`src/rtl/axis_output_packer.sv`:
```
// Output packer: buffers 128-bit PPU vectors in a small FIFO and streams each
// vector as two 64-bit AXI4-Stream beats (low half first), with TLAST per packet.
module axis_output_packer #(
  parameter int IN_WIDTH   = 128,
  parameter int OUT_WIDTH  = 64,
  parameter int FIFO_DEPTH = 8,
  parameter int CNT_WIDTH  = 16
) (
  input  logic                          clk,
  input  logic                          rst,
  input  logic                          i_clear,
  input  logic                          i_valid,
  input  logic [IN_WIDTH-1:0]           i_data,
  input  logic [CNT_WIDTH-1:0]          cfg_vecs_per_pkt,
  output logic [OUT_WIDTH-1:0]          m_axis_tdata,
  output logic                          m_axis_tvalid,
  input  logic                          m_axis_tready,
  output logic                          m_axis_tlast,
  output logic [$clog2(FIFO_DEPTH):0]   o_fifo_level,
  output logic                          o_overflow,
  output logic                          o_idle
);

  localparam int AW = $clog2(FIFO_DEPTH);
  localparam int LW = AW + 1;

  typedef enum logic [1:0] {S_EMPTY, S_LO, S_HI} state_t;

  logic [IN_WIDTH-1:0]           mem [FIFO_DEPTH];
  logic [AW-1:0]                 wr_ptr, rd_ptr;
  logic [LW-1:0]                 level;
  state_t                        state;
  logic [IN_WIDTH-OUT_WIDTH-1:0] vec_q_hi;
  logic [CNT_WIDTH-1:0]          vec_cnt;
  logic                          pop, push, last_vec;

  // Pop whenever the holding register is (or is about to become) free; accept
  // a write if there is room or a slot is freed by the same-cycle pop.
  always_comb begin
    pop      = (level != '0) &&
               ((state == S_EMPTY) || ((state == S_HI) && m_axis_tready));
    push     = i_valid && ((level != LW'(FIFO_DEPTH)) || pop);
    last_vec = (cfg_vecs_per_pkt != '0) &&
               (vec_cnt == cfg_vecs_per_pkt - CNT_WIDTH'(1));
  end

  // FIFO storage; contents need no reset since level gates every read.
  always_ff @(posedge clk) begin
    if (push && !i_clear)
      mem[wr_ptr] <= i_data;
  end

  // FIFO pointers, level and sticky overflow flag.
  always_ff @(posedge clk or posedge rst) begin
    if (rst) begin
      wr_ptr     <= '0;
      rd_ptr     <= '0;
      level      <= '0;
      o_overflow <= 1'b0;
    end else if (i_clear) begin
      wr_ptr     <= '0;
      rd_ptr     <= '0;
      level      <= '0;
      o_overflow <= 1'b0;
    end else begin
      if (push)
        wr_ptr <= wr_ptr + AW'(1);
      if (pop)
        rd_ptr <= rd_ptr + AW'(1);
      if (push && !pop)
        level <= level + LW'(1);
      else if (pop && !push)
        level <= level - LW'(1);
      if (i_valid && !push)
        o_overflow <= 1'b1;
    end
  end

  // Serialiser FSM with registered stream outputs and packet counter.
  always_ff @(posedge clk or posedge rst) begin
    if (rst) begin
      state         <= S_EMPTY;
      vec_q_hi      <= '0;
      vec_cnt       <= '0;
      m_axis_tdata  <= '0;
      m_axis_tvalid <= 1'b0;
      m_axis_tlast  <= 1'b0;
    end else if (i_clear) begin
      state         <= S_EMPTY;
      vec_q_hi      <= '0;
      vec_cnt       <= '0;
      m_axis_tdata  <= '0;
      m_axis_tvalid <= 1'b0;
      m_axis_tlast  <= 1'b0;
    end else begin
      case (state)
        S_EMPTY: begin
          if (pop) begin
            vec_q_hi      <= mem[rd_ptr][IN_WIDTH-1:OUT_WIDTH];
            m_axis_tdata  <= mem[rd_ptr][OUT_WIDTH-1:0];
            m_axis_tvalid <= 1'b1;
            m_axis_tlast  <= 1'b0;
            state         <= S_LO;
          end
        end
        S_LO: begin
          if (m_axis_tready) begin
            m_axis_tdata <= vec_q_hi;
            m_axis_tlast <= last_vec;
            state        <= S_HI;
          end
        end
        S_HI: begin
          if (m_axis_tready) begin
            vec_cnt <= m_axis_tlast ? '0 : vec_cnt + CNT_WIDTH'(1);
            if (pop) begin
              vec_q_hi      <= mem[rd_ptr][IN_WIDTH-1:OUT_WIDTH];
              m_axis_tdata  <= mem[rd_ptr][OUT_WIDTH-1:0];
              m_axis_tvalid <= 1'b1;
              m_axis_tlast  <= 1'b0;
              state         <= S_LO;
            end else begin
              m_axis_tvalid <= 1'b0;
              m_axis_tlast  <= 1'b0;
              state         <= S_EMPTY;
            end
          end
        end
        default: state <= S_EMPTY;
      endcase
    end
  end

  // Status outputs.
  always_comb begin
    o_fifo_level = level;
    o_idle       = (level == '0) && (state == S_EMPTY);
  end

endmodule

```
`config.mk`:
```
export PLATFORM = sky130hd
export DESIGN_NAME = axis_output_packer
export DESIGN_NICKNAME = d
export VERILOG_FILES = /design/src/rtl/axis_output_packer.sv
export SDC_FILE = /design/constraint.sdc
export NUM_CORES = 1
export LEC_CHECK = 0
export ABC_CLOCK_PERIOD_IN_PS = 32100
export BUFFER_PORTS_ARGS = -buffer_cell sky130_fd_sc_hd__buf_2
export CORE_MARGIN = 2
export CORE_UTILIZATION = 60
export DETAILED_ROUTE_END_ITERATION = 8
export PLACE_DENSITY = 0.87
export SYNTH_ARGS = -nofsm -noshare
export SYNTH_HDL_FRONTEND = slang
export SYNTH_SLANG_ARGS = --single-unit
```
`constraint.sdc`:
```
create_clock -name clk -period 32.1 [get_ports clk]
set_input_delay 9.63 -clock clk [delete_from_list [all_inputs] [get_ports clk]]
set_output_delay 9.63 -clock clk [all_outputs]
set_load 0.005 [all_outputs]
```
==> impl_summary.md <==
Status
The flow ran to the end, and the final reports show no timing, DRC or antenna violations.

STA
Of the available clock period, the critical path in the final layout requires 40.3%. The count of endpoints failing hold in the final timing report is 0. The total negative slack for setup checks is 0 ps. The final count of pins violating max slew came to 0. Setup violations remaining at the end of the flow were counted as 0.

The worst path meets setup with 19,170 ps of slack. Setup repair after global routing left no endpoint under its margin. The maximum clock skew at final layout is 43.9 ps. The maximum operating frequency is 77.3 MHz. At the pin with the least slew margin, the transition time is 1150 ps. The worst max-slew margin expressed relative to the limit is 23.0%. For the finished layout, the period the worst path requires is 12,930 ps.

Pwr
The internal power of the cells totals 2.85 mW. VDD sags by at most 57.8 uV. Net switching is 28.2% of the power. In this run the power spent charging and discharging nets is 1.12 mW. The proportion of power drawn by combinational gates is 20.1%. The static leakage is 17.0 nW.

The proportion of power drawn by flip-flops and latches is 46.7%. The clock network accounts for 33.2% of the total power. The power per cell area is 77.1 mW/mm^2.

Logic synthesis
The synthesized instance count is 2,321. Counting flops with an async set or reset pin after synthesis yields a share of 13.4%. Of the total synthesized cell area, the portion taken by XOR and XNOR cells is 0.672%. The count of distinct cell types in the synthesized netlist is 59.

In this run the mean area of a mapped cell was 19.7 um^2. The number of nets in the synthesized netlist is 2,483. The fraction of synthesized area in multiplexers is 15.5%. The netlist area before placement is 0.0456 mm^2. Of the synthesized area, sequential elements account for 76.1%. The register bit total from synthesis is 1,183. The share of synthesized cell area in full adder, half adder and majority cells is 0.373%. The combinational family with the most area after synthesis is multiplexers. Counting flops with a built-in enable in the synthesized netlist gives 1,024. The synthesized netlist devotes 2.83% of its cell area to compound gates. The number of warnings printed during yosys synthesis is 0. The most frequently used flop master after synthesis is edfxtp_1. After Yosys synthesis, and, or, nand and nor cells account for 3.13% of the synthesized area.

Critical path
The critical path is of the in2reg type. Of all nets on the critical path, the largest fanout is 59. The worst setup path is launched from an input pin. For the worst setup path, the data required time is 32,370 ps. The signal arrival time at the worst endpoint is 13,210 ps. The kind of capture point of the worst setup path is a flip-flop.

Route
After detailed routing, the average wire length per cell comes to 29.4 um. The detailed router put a total of 37,400 um of wire on met1. The pre-antenna-repair detailed-routing pass consisted of 6 iterations. The antenna violation net count after detailed routing is 0. The via density per instance is 6.49. After detailed routing, the number of remaining DRC violations is 0.

For this block, the routed nets add up to 108,000 um of wire. Summed over all nets, wire length on met2 after detailed routing comes to 55,800 um. The detailed router finished its first iteration with 3,080 violations. The topmost layer with routed signal wires is met5. After detailed routing, the met3 layer carries 9880 um of wire. The total number of vias is 23,700.

Min path
The path type of the worst min-delay path is reg2reg.

Global route
The total grt overflow is 0. The via count of the first global-routing pass was 24,600. The initial antenna violation count is 33. The total track usage is 28.1%.

The first-pass GRT wire length is 160,000 um. The largest net degree at the start of global routing is 129.

Floorplanning
The core region is 0.0756 mm^2. 221 I/O pins were placed. The area of the die is 0.0782 mm^2. The die is 280 um tall.

The floorplan has 101 rows. From left edge to right edge, the die measures 280 um. The initial utilization of the core area, before any placement, comes to 60.4%.

CTS
The tree built by TritonCTS fans out to 1,183 sinks. Clock latency on the worst-skew pair, taken at its later pin, is 700 ps. The clock tree from TritonCTS is done. The total of hold buffers inserted after clock tree synthesis is 0. The H-tree was split into 3 levels. The setup fix buffers added after clock tree synthesis is 0. Gates resized during post-CTS repair numbered 0.

The cell at the root of the clock tree is clkbuf_16. The number of buffers added by the clock tree synthesis step is 111. The number of buffers on the longest clock path is 3. The clock transition at the register clock pins on the worst setup and hold paths after CTS is 60 ps.

Finish
The most frequent standard cell in the layout excluding fill and tap cells is edfxtp_1. At the end of the flow the core is filled with cells to 68.2%. From synthesis to final layout, the design area changed by 12.9%. In the layout the commonest cells are edfxtp_1, mux4_2, buf_2. The total area of multi-input combinational cells is 0.0104 mm^2. Fill cells in the final layout number 4,446. The final layout contains 2,720 nets. Cells with a size suffix above 1 make up 26.5% of the layout. Across the whole layout, storage elements account for 0.0347 mm^2.

Place
The post-placement worst setup slack is 18,620 ps. The placer congestion estimate is 0.815. The count of input and output buffers is 220.

The HPWL after detailed placement is 58,000 um.

Flow run
Max-cap violations in this run came to 0.
==> stage by stage <==
step	power, mW	cell area (um^2)	hold slack, ps	cells
4_1_cts	3.98	51400	483	3633
3_5_place_dp	2.66	47800	470	3423
3_3_place_gp	2.61	47800	462	3423
5_1_grt	4.10	51500	505	3649
6_report	3.97	51500	479	3658
2_1_floorplan	2.41	45600	456	2321
==> worst max-delay path: stages <==
cell and delay [ps]:
buf_2 150, a21oi_1 180, a31oi_1 450, nand2_1 320
nor2_4 570, buf_4 800, buf_4 930
==> final cells by class <==
| cell class | count | area share [%] |
|---|---|---|
| Antenna cell | 25 | 0.121 |
| Clock buffer | 144 | 5.83 |
| Clock inverter | 66 | 1.29 |
| Inverter | 15 | 0.119 |
| Multi-Input combinational cell | 997 | 20.1 |
| Sequential cell | 1183 | 67.4 |
| Tap cell | 978 | 2.38 |
| Timing Repair Buffer | 250 | 2.70 |
==> cell families (layout without fill, tap and decap cells) <==
group	after synthesis	in the layout
AOI/OAI and AO/OA	245	245
xor gates and xnor gates	35	35
adders and majority gates	13	13
buffers and inverters	141	475
DFF	1183	1183
muxes	387	387
other	0	25
and+or+nand+nor	317	317
==> Yosys cell counts, drive strengths merged (4+ instances only) <==
library cell | number | share of area, %
a21oi | 85 | 0.93
and3 | 5 | 0.071
buf | 67 | 0.73
clkbuf | 59 | 0.49
dfrtp | 159 | 8.7
edfxtp | 1024 | 67
ha | 12 | 0.33
inv | 15 | 0.12
mux2i | 130 | 2.9
mux4 | 256 | 13
nand2 | 152 | 1.3
nand2b | 4 | 0.055
nand3 | 7 | 0.10
nor2 | 106 | 0.89
nor3 | 10 | 0.11
nor4 | 7 | 0.19
nor4b | 4 | 0.077
o21ai | 136 | 1.5
or2 | 4 | 0.055
xnor2 | 25 | 0.48
xor2 | 10 | 0.19
==> sequential cells by signal, indices dropped and copies added (netlist names), 2 cells and up <==
name          flops
m_axis_tdata     64
mem            1024
o_fifo_level      4
rd_ptr            3
state             2
vec_cnt          16
vec_q_hi         64
wr_ptr            3
==> routing by layer <==
metal  vias up  GRT usage (%)
li1       9774              -
met1     12300           35.7
met5         -              0
met4        18           12.1
met3       257           6.06
met2      1431           47.2
==> final timing paths <==
path                                   from                to  slack (ps)  depth (start not counted)
setup / recovery              m_axis_tready        mem[7][11]       19170                          7
hold / removal             m_axis_tdata[43]  m_axis_tdata[43]         480                          2
setup reg to reg                   state[0]        mem[7][11]       27290                          8
hold reg to reg            m_axis_tdata[43]  m_axis_tdata[43]         480                          2
max in group asynchronous               rst  m_axis_tdata[11]       21720                          3
min in group asynchronous               rst      vec_q_hi[40]        8980                          2
==> power by group through the flow <==
| stage | registers, mW | clock network (mW) | logic [mW] |
|---|---|---|---|
| 2_1_floorplan | 1.83 | 0 | 0.579 |
| 3_3_place_gp | 1.87 | 0 | 0.742 |
| 3_5_place_dp | 1.88 | 0 | 0.780 |
| 4_1_cts | 1.85 | 1.33 | 0.801 |
| 5_1_grt | 1.86 | 1.38 | 0.856 |
| 6_report | 1.85 | 1.32 | 0.797 |
Power figures use the tool's default switching activity.
